<file path="config.mk">
export PLATFORM = sky130hd
export DESIGN_NAME = my_arb_mux_nway16
export DESIGN_NICKNAME = d
export VERILOG_FILES = /design/src/rtl/my_gates_pkg.sv /design/src/rtl/my_rr_arbiter.sv /design/src/rtl/my_arb_mux_nway16.sv
export SDC_FILE = /design/constraint.sdc
export NUM_CORES = 1
export LEC_CHECK = 0
export BUFFER_PORTS_ARGS = -buffer_cell sky130_fd_sc_hd__buf_4
export CORE_MARGIN = 4
export CORE_UTILIZATION = 55
export CTS_CLUSTER_DIAMETER = 80
export DETAILED_ROUTE_END_ITERATION = 7
export GPL_ROUTABILITY_DRIVEN = 1
export HOLD_SLACK_MARGIN = 0.06
export PLACE_DENSITY_LB_ADDON = 0.2
export SKIP_CTS_REPAIR_TIMING = 1
export SLEW_MARGIN = 25
export SYNTH_ARGS = -nofsm -noshare
export SYNTH_HDL_FRONTEND = slang
export SYNTH_SLANG_ARGS = --single-unit
</file>
<file path="constraint.sdc">
create_clock -name clk -period 7.6 [get_ports clk]
set_clock_uncertainty 0.15 [all_clocks]
set_input_delay 0.76 -clock clk [delete_from_list [all_inputs] [get_ports clk]]
set_output_delay 0.76 -clock clk [all_outputs]
set_load 0.005 [all_outputs]
</file>
<file path="src/rtl/my_gates_pkg.sv">
// rtl/my_gates_pkg.sv - shared types and sizing helpers for the arbitrating mux
package my_gates_pkg;

  typedef enum logic {ARB_FIXED, ARB_RR} arb_mode_t;

  localparam int DEFAULT_WIDTH = 16;

  // A single channel still needs a one-bit index field.
  function automatic int chan_w(input int n);
    return (n > 2) ? $clog2(n) : 1;
  endfunction

endpackage

</file>
<file path="src/rtl/my_rr_arbiter.sv">
// rtl/my_rr_arbiter.sv - fixed-priority / round-robin arbiter with one-hot and encoded grant
module my_rr_arbiter
  import my_gates_pkg::*;
#(
  parameter int        N    = 8,
  parameter arb_mode_t MODE = ARB_RR,
  localparam int       CW   = chan_w(N)
) (
  input  logic          clk,
  input  logic          reset_n,
  input  logic [N-1:0]  req,
  input  logic          en,
  output logic [N-1:0]  gnt,
  output logic [CW-1:0] gnt_idx
);

  logic [CW-1:0] r_ptr;
  logic          w_found;
  logic [CW-1:0] w_idx;

  // Fixed priority is the same upward search with the pointer pinned at 0.
  always_comb begin : p_search
    int            k;
    logic [CW-1:0] kk;
    w_found = 1'b0;
    w_idx   = '0;
    k       = 0;
    kk      = '0;
    for (int i = 0; i < N; i++) begin
      k = int'(r_ptr) + i;
      if (k >= N) k = k - N;
      kk = CW'(k);
      if (!w_found && req[kk]) begin
        w_found = 1'b1;
        w_idx   = kk;
      end
    end
  end

  assign gnt     = (en && w_found) ? ({{(N-1){1'b0}}, 1'b1} << w_idx) : '0;
  assign gnt_idx = w_idx;

  always_ff @(posedge clk or negedge reset_n) begin
    if (!reset_n) begin
      r_ptr <= '0;
    end else if (MODE == ARB_RR && en && w_found) begin
      r_ptr <= (w_idx == CW'(N - 1)) ? '0 : w_idx + 1'b1;
    end
  end

endmodule

</file>
<file path="src/rtl/my_arb_mux_nway16.sv">
// rtl/my_arb_mux_nway16.sv - N-way arbitrating mux into a one-entry registered output
module my_arb_mux_nway16
  import my_gates_pkg::*;
#(
  parameter int        WIDTH  = DEFAULT_WIDTH,
  parameter int        N      = 8,
  parameter arb_mode_t MODE   = ARB_RR,
  localparam int       CHAN_W = chan_w(N)
) (
  input  logic                      clk,
  input  logic                      reset_n,
  input  logic [N-1:0][WIDTH-1:0]   in_data,
  input  logic [N-1:0]              in_valid,
  output logic [N-1:0]              in_ready,
  output logic [WIDTH-1:0]          out_data,
  output logic [CHAN_W-1:0]         out_chan,
  output logic                      out_valid,
  input  logic                      out_ready,
  output logic                      out_and,
  output logic                      out_or
);

  logic [WIDTH-1:0]  r_data;
  logic [CHAN_W-1:0] r_chan;
  logic              r_valid;
  logic              r_and;
  logic              r_or;

  logic              w_can_load;
  logic [N-1:0]      w_gnt;
  logic [CHAN_W-1:0] w_gnt_idx;
  logic              w_xfer;
  logic [WIDTH-1:0]  w_sel;

  // Gating with reset_n keeps every in_ready low while reset is held.
  assign w_can_load = reset_n && (!r_valid || out_ready);

  my_rr_arbiter #(
    .N    (N),
    .MODE (MODE)
  ) u_arb (
    .clk     (clk),
    .reset_n (reset_n),
    .req     (in_valid),
    .en      (w_can_load),
    .gnt     (w_gnt),
    .gnt_idx (w_gnt_idx)
  );

  assign in_ready = w_gnt;
  assign w_xfer   = |(in_valid & w_gnt);
  assign w_sel    = in_data[w_gnt_idx];

  always_ff @(posedge clk or negedge reset_n) begin
    if (!reset_n) begin
      r_data  <= '0;
      r_chan  <= '0;
      r_valid <= 1'b0;
      r_and   <= 1'b0;
      r_or    <= 1'b0;
    end else if (w_xfer) begin
      r_data  <= w_sel;
      r_chan  <= w_gnt_idx;
      r_valid <= 1'b1;
      r_and   <= &w_sel;
      r_or    <= |w_sel;
    end else if (out_ready) begin
      r_valid <= 1'b0;
    end
  end

  assign out_data  = r_data;
  assign out_chan  = r_chan;
  assign out_valid = r_valid;
  assign out_and   = r_and;
  assign out_or    = r_or;

endmodule

</file>
==> Word-level counts from Yosys, hierarchy flattened <==
Cells that the tools add are included.
Widths: inputs -> output; s select.
{ "op_classes": {"muxes": 46, "shifts": 1, "add_sub_neg": 16, "magnitude_cmp": 17, "n_bitwise": 1, "eq_ne": 1, "reduce_logical": 22} }
{ "op_table": {"columns": ["op", "count"], "rows": [
  ["$mux 3", 17],
  ["$bmux 16 s3", 1],
  ["$lt 3x4->1 const B", 9],
  ["$ge 4x4->1 const B", 7],
  ["$bmux 1 s3", 8],
  ["$sub 3x1->3 const B", 8],
  ["$mux 1", 18],
  ["$add 3x3->4 const B", 4],
  ["$mux 16", 1],
  ["$reduce_and 16->1", 1],
  ["$reduce_or 16->1", 1],
  ["$logic_and 1x1->1", 9],
  ["$add 3x2->4 const B", 2],
  ["$and 8x8->8", 1],
  ["$logic_not 1->1", 8],
  ["$mux 8", 1],
  ["$reduce_or 8->1", 1],
  ["$shl 1x3->8 const A", 1],
  ["$add 3x1->4 const B", 1],
  ["$ge 3x4->1 const B", 1],
  ["$add 3x1->3 const B", 1],
  ["$eq 3x3->1 const B", 1],
  ["$reduce_bool 2->1", 1],
  ["$logic_or 1x1->1", 1]
]} }
{ "totals": {"ff_bits": 25, "word_cells": 110, "inputBits": 139, "out_inout_bits": 30} }

==> Logic depth before layout (Yosys ltp) <==
Gate-level depths: netlist of run 1.
{ "logic_depth": {"ltp_word": 31, "ltp_mapped": 26, "depth_no_buf": 17} }

==> Cells and area by module <==
A second synthesis of run 1 with hierarchy kept.
{ "hier_totals": {"hier_cells": 275, "hier_area_um2": 3155.5} }
{ "modules_own_cells": {"columns": ["mod", "area_per_inst_um2", "seq_area_each_um2", "cells_per_inst", "instances"], "rows": [
  ["my_arb_mux_nway16", 1946.9, 550.5, 146, 1],
  ["my_rr_arbiter", 1208.7, 75.1, 129, 1]
]} }

==> Least setup slack after synthesis of run 1 <==
Ideal clock, no wire load.
{ "synth_path": {"path_kind": "reg2reg", "startpoint": "register u_arb.r_ptr[0]", "endpoint": "register r_data[0], in the netlist out_data[0]", "path_slack_ns": 1.788, "arrival_ns": 5.538, "path_stages_with_launch": 25, "setup_ns": 0.125, "path_cell_list": "dfrtp_1 -> buf_6 -> inv_2 -> clkbuf_1 -> clkbuf_1 -> clkbuf_1 -> ha_1 -> buf_4 -> mux2i_1 -> mux4_2 -> o21ai_0 -> a211oi_2 -> buf_2 -> nor2_1 -> clkbuf_1 -> nor2_1 -> a21oi_1 -> inv_1 -> ha_1 -> a22oi_1 -> mux2i_1 -> a221oi_1 -> a21boi_1 -> buf_2 -> mux2_2"} }
{ "synth_between": {"elab_chain_cells": 30, "elab_cells_between_ends": 84} }
{ "synth_lines": {"columns": ["item", "line_no", "source"], "rows": [
  ["from (decl)", "my_rr_arbiter.sv:17", "logic [CW-1:0] r_ptr;"],
  ["from (signal assigned)", "my_rr_arbiter.sv:47", "r_ptr <= (w_idx == CW'(N - 1)) ? '0 : w_idx + 1'b1;"],
  ["parallel branches: the longest is 25 deep, another holds $add 3x1->4", null, null],
  ["$mux 3 *", "my_rr_arbiter.sv:33", "if (!w_found && req[kk]) begin"],
  ["via u_arb.gnt_idx[0]", "my_rr_arbiter.sv:14", "output logic [CW-1:0] gnt_idx"],
  ["$shl 1x3->8", "my_rr_arbiter.sv:40", "assign gnt = (en && w_found) ? ({{(N-1){1'b0}}, 1'b1} << w_idx) : '0;"],
  ["$mux 8", "my_rr_arbiter.sv:40", null],
  ["$and 8x8->8", "my_arb_mux_nway16.sv:51", "assign w_xfer = |(in_valid & w_gnt);"],
  ["$reduce_or 8->1", "my_arb_mux_nway16.sv:51", null],
  ["to (signal assigned)", "my_arb_mux_nway16.sv:62", "r_data <= w_sel;"],
  ["to (decl)", "my_arb_mux_nway16.sv:23", "logic [WIDTH-1:0] r_data;"]
]} }
Mark *: on every way through the listed nets, which the timed path passes. The select of a mux whose other input is x is not followed.
A chain may end at the register's enable or synchronous reset.

==> Worst setup path after layout of run 1 <==
{ "layout_path": {"startpoint": "register u_arb.r_ptr[0]", "endpoint": "register r_data[3], in the netlist out_data[3]"} }
The elaborated chain is that of the path after synthesis.

==> results of run 1 <==
kinds of logic after synthesis:
| logic type | count (synthesis) | synth area share |
|---|---|---|
| compound gates | 189 | 0.214 |
| xor+xnor | 5 | 0.00719 |
| fa+ha+maj | 8 | 0.0164 |
| buf+inv | 111 | 0.0797 |
| flops | 25 | 0.103 |
| mux | 83 | 0.173 |
| simple gates | 439 | 0.407 |
through the flow:
step	cells	area, um2	setup slack, ns	util
floorplan	860	6090	1.79	-
global placement	1083	7260	1.40	0.670
detailed placement	1083	7260	1.23	0.670
CTS	1087	7310	1.17	0.675
global route	1088	7360	0.774	0.679
finish	1088	7360	1.11	0.679
state kept, by name, indices dropped and copies added (netlist names):
signal and flops:
out_and 1, out_chan 3, out_or 1, u_arb.r_ptr 3
out_data 16, out_valid 1
worst max-delay path by stage:
stage                         startpoint           end  slack (ns)
final                     u_arb.r_ptr[0]   out_data[3]        1.11
after global routing      u_arb.r_ptr[0]   out_data[4]        0.77
after CTS                 u_arb.r_ptr[0]  out_data[13]        1.17
after detailed placement  u_arb.r_ptr[0]   out_data[3]        1.23
after global placement    u_arb.r_ptr[0]        out_or        1.40
after floorplan           u_arb.r_ptr[0]   out_data[0]        1.79
layer usage:
metal | vias up | global-route usage | wire length, um
met4 | 0 | 0.0938 | 571
li1 | 3494 | - | -
met2 | 391 | 0.479 | 9980
met1 | 3393 | 0.407 | 8280
met5 | - | 0 | 0
met3 | 50 | 0.0337 | 1720
cell usage in the layout, fill, tap and decap left out, drive strengths merged, types with 4 or more instances in the layout:
| cell | count |
|---|---|
| dfrtp | 25 |
| o211ai | 9 |
| or4b | 49 |
| nand3 | 98 |
| mux2i | 46 |
| nor4 | 48 |
| or4 | 4 |
| nand2 | 111 |
| nand2b | 11 |
| mux4 | 15 |
| or3 | 10 |
| o32ai | 8 |
| buf | 185 |
| a31oi | 6 |
| nor2 | 26 |
| o31ai | 8 |
| and3 | 54 |
| o21ai | 8 |
| mux2 | 22 |
| a211oi | 57 |
| ha | 8 |
| nor3 | 18 |
| a21oi | 73 |
| inv | 9 |
area by class of cell:
type / count / area [um2] / area share
Sequential cell: 25 / 629 / 0.0855
Clock inverter: 1 / 8.76 / 0.00119
Tap cell: 140 / 175 / 0.0238
Timing Repair Buffer: 185 / 1410 / 0.192
Multi-Input combinational cell: 724 / 5050 / 0.686
Inverter: 10 / 41.3 / 0.00561
Clock buffer: 3 / 41.3 / 0.00561
==> metrics list, run 1 <==
- The flow ran to the end, and the final reports show no timing, DRC or antenna violations.
- Leading register cell type out of synthesis: sky130_fd_sc_hd__dfrtp_1
- Most frequent cells after synthesis: 111 x sky130_fd_sc_hd__nand2_1, 98 x sky130_fd_sc_hd__nand3_1, 79 x sky130_fd_sc_hd__clkbuf_1, 73 x sky130_fd_sc_hd__a21oi_1, 54 x sky130_fd_sc_hd__and3_1
- Final TNS setup: 0 ns
* Relative slew slack: 0.414
- Detailed-router iteration count before antenna repair: 8
* Arrival time of the worst setup path: 6.52 ns
* Distinct cells, synth: 62
- CP max stage cell: sky130_fd_sc_hd__a211oi_4
- Number of antenna violations at the first check in global routing: 0
* CTS tree: built
- The cell family contributing the most delay on the critical path is compound AO/OA/AOI/OAI gates.
- At the end of the flow, the number of nets in the layout was 1,096.
- The HPWL after detailed placement is 14,000 um.
* GRT Resource Usage Total: 0.294
- Relative to the synthesized area, the layout overhead comes to 20.7%.
* First-pass GRT wire length: 32,100 um
* Count of routing violations after the opening detailed-route iteration: 1,023
* Number of buffers between clock root and the deepest sink: 2
- Net count after synthesis: 1,007
- Critical Path Fanout Max: 54
- Later-pin clock latency in the skew report: 0.27 ns
- The repair_antennas step left the layout with diodes totalling 0.
* Fraction of post-synthesis cell area in the top cell type by area: 0.103
- Derived from the worst setup path, the maximum achievable clock frequency is 0.154 GHz.
- Cell-by-cell listing of the critical path: clkinv_2 -> ha_1 -> mux4_2 -> a21oi_1 -> a32oi_4 -> buf_4 -> a211oi_4 -> nor2_1 -> buf_4 -> nor2_1 -> a21oi_1 -> inv_1 -> ha_1 -> a22oi_1 -> mux2i_1 -> a221oi_1 -> a21boi_2 -> buf_4 -> mux2_2
- The largest total area in the synthesized netlist belongs to sky130_fd_sc_hd__dfrtp_1.
* Number of slew-limit violations in the final report: 0
- Pin count of the biggest net entering global routing: 109
* Worst setup path category: reg -> reg
* Post-Syn Area per Cell: 7.09 um2
- The floorplan step set the die width to 113 um.
- Share of synthesized flip-flops with an asynchronous set or reset: 1.00
* Stages on the worst setup path: 19
* Final min period: 6.49 ns
- Post-synthesis instance area: 6090 um2
- Reg2reg end: out_data[3]
- In this run the remaining antenna-violating nets after routing total 0.
- Total gr overflow: 0
* Nature of the critical path endpoint: flop
- Number of top-level design ports: 169
- Clock Sinks: 25
- Period utilisation layout: 0.855
- Floorplan die height: 113 um
- After detailed routing, the total wire length is 20,500 um.
- Final routed wire length divided by cell count: 18.9 um
- In the synthesized netlist, the number of instances is 860.
- Row Count: 38
- Data on the critical path is required at its endpoint by 7.63 ns.
- Input and output buffers added on the ports amount to 168.
- Setup repair after global routing left no endpoint under its margin.
- The worst setup path is launched from a flop.
- Clock tree root buffer cell: sky130_fd_sc_hd__clkbuf_8
* Total number of vias: 7,328
- CTS built an H-tree with a depth of 1.
* Cell seen most often among critical-path stages: sky130_fd_sc_hd__buf_4
- Worst-case hold slack: 0.219 ns
- Initial cell density of the core: 0.562
- Number of hold violations in the final report: 0
* Number of global-route vias before repair: 6,454
- Buffers and inverters on the worst path: 5
* Max-cap check violation count: 0
- In the final layout, the share of cells above drive strength 1 is 0.313.
- Share of the yosys chip area belonging to registers: 0.103
- Top post-synthesis cells by area: sky130_fd_sc_hd__dfrtp_1 10%, sky130_fd_sc_hd__nand3_1 8.0%, sky130_fd_sc_hd__or4b_2 7.9%
* Setup violations, final: 0
* Number of buffers added by the clock tree synthesis step: 3
- Logic depth of the worst register-to-register path: 19
- Register bit total from synthesis: 25
- The synthesized design contains 0 enable-type register cells.
- The floorplan step defined a core boundary enclosing 10,800 um2.
- The tightest min-delay check is of the in -> async type.
- The congestion estimate from routability-driven global placement came to 0.959.
- The floorplan step defined a die boundary enclosing 12,800 um2.
- DR vias/cell: 6.74
- Worst-Margin Slew: 0.876 ns
- The startpoint identified for the worst register-to-register timing path is u_arb.r_ptr[0].
- After filler insertion, the fill cell instance count of the layout stands at 966.
- By instance count, the leading cell after synthesis is sky130_fd_sc_hd__nand2_1.
* Maximum single-stage delay on the critical path: 0.77 ns
* Number of design rule violations left after detail routing: 0
* Count of synthesis-stage warnings from yosys: 0
* Clk pin slew, worst setup/hold paths: 0.10 ns
- The worst register-to-register path has a setup slack of 1.11 ns.
Power of run 1 is left out: the tool's default activity adds up to more than one toggle a clock period on the data nets, which glitch-free logic cannot reach.
==> run 2: changes to the inputs <==
--- a/config.mk
+++ b/config.mk
@@ -5,9 +5,10 @@
 export SDC_FILE = /design/constraint.sdc
 export NUM_CORES = 1
 export LEC_CHECK = 0
+export ABC_CLOCK_PERIOD_IN_PS = 7600
 export BUFFER_PORTS_ARGS = -buffer_cell sky130_fd_sc_hd__buf_4
 export CORE_MARGIN = 4
-export CORE_UTILIZATION = 55
+export CORE_UTILIZATION = 30
 export CTS_CLUSTER_DIAMETER = 80
 export DETAILED_ROUTE_END_ITERATION = 7
 export GPL_ROUTABILITY_DRIVEN = 1
==> run 2 against run 1 <==
Sequential cell count unchanged. Sequential share of layout area decreased by 0.20 points. Worst hold slack improved by 0.038 ns. Clock-buffer cell count increased by 1. Global-route usage decreased by 8.7 points. Via count decreased by 1.4%. Highest routed layer unchanged.
==> metrics list, run 2 (synthesis results as in run 1) <==
* Pin count of the biggest net entering global routing: 116
* Relative slew slack: 0.326
- Routability congestion estimate: 0.889
- Leaving out fill and tap cells, the most frequent cell in the layout is sky130_fd_sc_hd__buf_4.
- Number of antenna violations at the first check in global routing: 1
- Compared with the post-synthesis result, the final layout area differs by 23.7%.
- DR vias/cell: 5.95
- Clk pin slew, worst setup/hold paths: 0.07 ns
* Required time worst endpoint: 7.60 ns
- After floorplanning, the core was sized to cover 19,700 um2.
- Number of slew-limit violations in the final report: 0
- Hold timing on the final database bottoms out at a slack of 0.258 ns.
- The die is 151 um wide.
- Static timing analysis puts the maximum clock frequency at 0.156 GHz.
- Result of the run: finished clean
* Number of buffers added by the clock tree synthesis step: 3
- The setup check on the worst reg-to-reg path leaves a slack of 1.20 ns.
* Number of design rule violations left after detail routing: 0
- Adding up every negative setup slack in the final design gives 0 ns.
* Total number of vias: 7,229
- Number of top-level design ports: 169
* Detailed-router iteration count before antenna repair: 5
* Final min period: 6.40 ns
* Critical Path Fanout Max: 43
* Number of buffers between clock root and the deepest sink: 2
- In the global route stage, overall resource usage came out at 0.207.
- In the final design database the tool counted 1,097 nets.
* Floorplan die height: 151 um
* Worst reg2reg path startpoint: u_arb.r_ptr[1]
* Unrepaired setup endpoints after global routing: false
- Worst-Margin Slew: 1.01 ns
* Crit path launch type: flop
- At the later pin of the worst-skew pair, clock insertion delay measures 0.26 ns.
- Period utilisation layout: 0.842
- Data on the critical path arrives at its endpoint at 6.39 ns.
- Post-DP HPWL: 17,000 um
* Logic depth of the worst register-to-register path: 16
- Total gr overflow: 0
- Post-route antenna net violation count: 0
- TritonCTS built the clock tree.
- Row Count: 51
- CTS built an H-tree with a depth of 1.
- The root buffer cell chosen for the clock tree is sky130_fd_sc_hd__clkbuf_16.
- Worst slack at placement: 1.24 ns
* Setup violations, final: 0
- The final hold violation count was 0.
* Count of routing violations after the opening detailed-route iteration: 653
* Number of flip-flops under the largest register name: 16
- Share of layout cells above drive strength 1: 0.312
- Max-cap violations in this run came to 0.
* Total wire length after detailed routing: 24,500 um
* DIE AREA: 22,700 um2
- The initial utilization of the core area, before any placement, comes to 0.309.
- The first global-routing pass estimated 38,300 um of wire.
- Nature of the critical path endpoint: flop
* Worst setup margin: 1.20 ns
- The clock drives 25 sinks.
* Worst setup path category: reg -> reg
- The layout has 2,064 filler cells.
* Worst Hold Class: in -> async
- During placement, the flow inserted port buffers numbering 168.
- Reg2reg end: out_data[7]
- Commonest cells after routing, fill and taps aside: 185 x sky130_fd_sc_hd__buf_4, 110 x sky130_fd_sc_hd__nand2_1, 98 x sky130_fd_sc_hd__nand3_1, 73 x sky130_fd_sc_hd__a21oi_1, 54 x sky130_fd_sc_hd__and3_1
- Final routed wire length divided by cell count: 20.2 um
- Number of global-route vias before repair: 6,792
-- run 2: per-stage QoR --
stage          instance area [um2]  cells  utilization
2_1_floorplan                 6090    860            -
3_3_place_gp                  7430   1209        0.377
3_5_place_dp                  7430   1209        0.377
4_1_cts                       7510   1213        0.381
5_1_grt                       7540   1215        0.382
6_report                      7540   1215        0.382
-- run 2: routing by layer --
layer / track usage / vias up / share of wire / wire (um)
met5: 0 / - / 0 / 0
met2: 0.345 / 250 / 0.49 / 12000
met4: 0.0348 / 0 / 0.012 / 297
li1: - / 3492 / - / -
met1: 0.292 / 3473 / 0.44 / 10700
met3: 0.0238 / 14 / 0.059 / 1440
-- run 2: area by class of cell --
cell class                 instances  area [um2]  area share
inverter                          10        41.3     0.00548
sequential                        25         629      0.0835
timing repair buffer             186        1420       0.188
tap                              265         332      0.0440
multi-input combinational        724        5040       0.668
antenna                            1        2.50    0.000332
clock buffer                       4        78.8      0.0105
-- run 2: worst max path at each step --
stage	from	to	slack, ns
6_report	u_arb.r_ptr[1]	out_data[7]	1.20
5_1_grt	u_arb.r_ptr[1]	out_data[14]	0.69
4_1_cts	u_arb.r_ptr[1]	out_data[7]	1.25
3_5_place_dp	u_arb.r_ptr[1]	out_data[7]	1.24
3_3_place_gp	u_arb.r_ptr[1]	out_data[7]	1.33
2_1_floorplan	u_arb.r_ptr[0]	out_data[0]	1.79
-- run 2: critical path, stage by stage (launching register included) --
cell and delay (ns):
sky130_fd_sc_hd__dfrtp_1 0.82, sky130_fd_sc_hd__inv_1 0.16, sky130_fd_sc_hd__ha_1 0.66, sky130_fd_sc_hd__mux4_2 0.58, sky130_fd_sc_hd__a21oi_1 0.30, sky130_fd_sc_hd__a32oi_4 0.26
sky130_fd_sc_hd__buf_4 0.41, sky130_fd_sc_hd__nor3_2 0.22, sky130_fd_sc_hd__buf_4 0.26, sky130_fd_sc_hd__nor2_1 0.08, sky130_fd_sc_hd__a21oi_1 0.34, sky130_fd_sc_hd__ha_1 0.25
sky130_fd_sc_hd__ha_1 0.20, sky130_fd_sc_hd__a221oi_1 0.12, sky130_fd_sc_hd__a21boi_2 0.81, sky130_fd_sc_hd__buf_4 0.29, sky130_fd_sc_hd__mux2_2 0.34
Power of run 2 is left out for the same reason.
==> run 3: changes to the inputs <==
--- a/config.mk
+++ b/config.mk
@@ -5,7 +5,7 @@
 export SDC_FILE = /design/constraint.sdc
 export NUM_CORES = 1
 export LEC_CHECK = 0
-export ABC_CLOCK_PERIOD_IN_PS = 7600
+export ABC_CLOCK_PERIOD_IN_PS = 6200
 export BUFFER_PORTS_ARGS = -buffer_cell sky130_fd_sc_hd__buf_4
 export CORE_MARGIN = 4
 export CORE_UTILIZATION = 30
==> constraint.sdc (replaced) <==
create_clock -name clk -period 6.2 [get_ports clk]
set_clock_uncertainty 0.15 [all_clocks]
set_input_delay 0.62 -clock clk [delete_from_list [all_inputs] [get_ports clk]]
set_output_delay 0.62 -clock clk [all_outputs]
set_load 0.005 [all_outputs]
==> run 3 against run 2 <==
Final cell count grew 1.2%. Clock-buffer cell count unchanged. Cell area increased by 1.3%. Register-to-register slack worse by 0.34 ns. Utilization grew 0.51 points. Sequential cell count stayed put. First-iteration DRC count up 3.1%.
==> metrics list, run 3 (synthesis results as in run 1) <==
- STA puts the critical path data arrival time at 5.33 ns.
* Number of antenna violations at the first check in global routing: 2
- The clock reaches the later pin of the worst-skew pair after 0.26 ns.
- In this run the worst hold path is classified as in -> async.
* DR vias/cell: 5.88
- Once placement finished, the instance area stood at 7550 um2.
* CTS tree: built
* GRT Resource Usage Total: 0.197
- For the finished layout, the period the worst path requires is 5.33 ns.
- Detailed-router iteration count before antenna repair: 5
- Post-DP HPWL: 16,600 um
* Initial cell density of the core: 0.309
- Clk pin slew, worst setup/hold paths: 0.06 ns
- Post-route antenna net violation count: 0
* Relative slew slack: 0.428
* Number of buffers between clock root and the deepest sink: 2
* Synthesis-to-layout area growth: 25.3%
* Number of slew-limit violations in the final report: 0
- Area inside the core boundary: 19,700 um2
- Dividing the detail-routed wire length by the instance count gives 19.2 um.
- Result of the run: finished clean
* Floorplan die height: 151 um
* Worst setup margin: 0.868 ns
* Clock tree root buffer cell: sky130_fd_sc_hd__clkbuf_16
- Setup violations, final: 0
* Worst setup path category: reg -> reg
- In this run the count of I/O pins placed on the die edge is 169.
- Worst slack at placement: 0.939 ns
- Nature of the critical path endpoint: flop
- Unrepaired setup endpoints after global routing: false
- After detailed routing, the total wire length is 23,600 um.
* Count of routing violations after the opening detailed-route iteration: 673
- Clock Sinks: 25
- Count of port buffers added during placement: 168
- H-tree depth reported by CTS: 1
- Area of all placed cells without fillers: 7640 um2
- Most common cell after layout, fill and taps aside: sky130_fd_sc_hd__buf_4
- STA classifies the critical path startpoint as a flop.
- Required time worst endpoint: 6.19 ns
- In this run the worst path has a maximum fanout of 41.
- The first global-routing pass estimated 36,700 um of wire.
- The library cells used most frequently in the layout, excluding fill and tap cells, are 199 x sky130_fd_sc_hd__buf_4, 110 x sky130_fd_sc_hd__nand2_1, 98 x sky130_fd_sc_hd__nand3_1, 73 x sky130_fd_sc_hd__a21oi_1, 54 x sky130_fd_sc_hd__and3_1.
- At the end of the flow, the number of nets in the layout was 1,111.
- The total overflow left after global routing is 0.
- Dividing the final minimum period by the clock period gives 0.860.
- The floorplan has 51 rows.
* Share of layout cells above drive strength 1: 0.322
* Number of buffers added by the clock tree synthesis step: 3
* Number of design rule violations left after detail routing: 0
- Max-cap check violation count: 0
* Routability congestion estimate: 0.893
* Total number of vias: 7,228
- Pin count of the biggest net entering global routing: 101
- Highest clock frequency the design can meet: 0.188 GHz
* Number of flip-flops under the largest register name: 16
- The floorplan step set the die width to 151 um.
- Number of hold violations in the final report: 0
- The via count of the first global-routing pass is 6,632.
- Worst-Margin Slew: 0.859 ns
- Setup total negative slack on the finished layout was measured at 0 ns.
- DIE AREA: 22,700 um2
[run 3: changes by cell type in the layout (fill, tap and decap cells not counted)]
cell and delta:
sky130_fd_sc_hd__buf_4 +14, sky130_fd_sc_hd__diode_2 +1, sky130_fd_sc_hd__buf_12 +1, sky130_fd_sc_hd__buf_16 -1
[run 3: final cells by class]
| class | count | area (um2) |
|---|---|---|
| antenna | 2 | 5.00 |
| clock buffer | 4 | 78.8 |
| fill | 2078 | 12100 |
| inverter | 10 | 41.3 |
| multi-input combinational | 724 | 5040 |
| sequential | 25 | 629 |
| tap | 265 | 332 |
| timing repair buffer | 200 | 1510 |
[run 3: critical path, cell delays in order (launching register included)]
cell	delay [ns]
sky130_fd_sc_hd__dfrtp_4	0.54
sky130_fd_sc_hd__clkinv_2	0.08
sky130_fd_sc_hd__ha_1	0.35
sky130_fd_sc_hd__buf_4	0.22
sky130_fd_sc_hd__mux2i_1	0.39
sky130_fd_sc_hd__o22a_1	0.28
sky130_fd_sc_hd__a32oi_4	0.16
sky130_fd_sc_hd__buf_4	0.35
sky130_fd_sc_hd__a2111oi_0	0.50
sky130_fd_sc_hd__o21ai_0	0.14
sky130_fd_sc_hd__nand2_1	0.11
sky130_fd_sc_hd__buf_4	0.20
sky130_fd_sc_hd__ha_1	0.25
sky130_fd_sc_hd__a22oi_1	0.11
sky130_fd_sc_hd__mux2i_1	0.13
sky130_fd_sc_hd__a221oi_1	0.08
sky130_fd_sc_hd__a21boi_2	0.48
sky130_fd_sc_hd__buf_4	0.32
sky130_fd_sc_hd__mux2_2	0.36
[run 3: final timing paths]
kind	startpoint	endpoint	slack (ns)	depth (start not counted)
worst min-delay path	reset_n	out_valid	0.11	1
worst min register to register	out_valid	out_valid	0.36	2
worst max register to register	u_arb.r_ptr[0]	out_data[6]	0.87	18
max in group asynchronous	reset_n	u_arb.r_ptr[0]	5.50	1
worst max-delay path	u_arb.r_ptr[0]	out_data[6]	0.87	18
min in group clk	out_valid	out_valid	0.36	2
[run 3: layer usage]
metal	global-route usage	routed length, um
met1	0.291	10600
met2	0.311	11100
met3	0.0241	1610
met4	0.0339	328
met5	0	0
[run 3: through the flow]
stage,hold slack (ns),util,std cells
3_5_place_dp,0.347,0.383,1224
3_3_place_gp,0.350,0.383,1224
2_1_floorplan,0.174,-,860
6_report,0.111,0.387,1230
5_1_grt,0.134,0.387,1230
4_1_cts,0.129,0.387,1228
Power of run 3 is left out for the same reason.
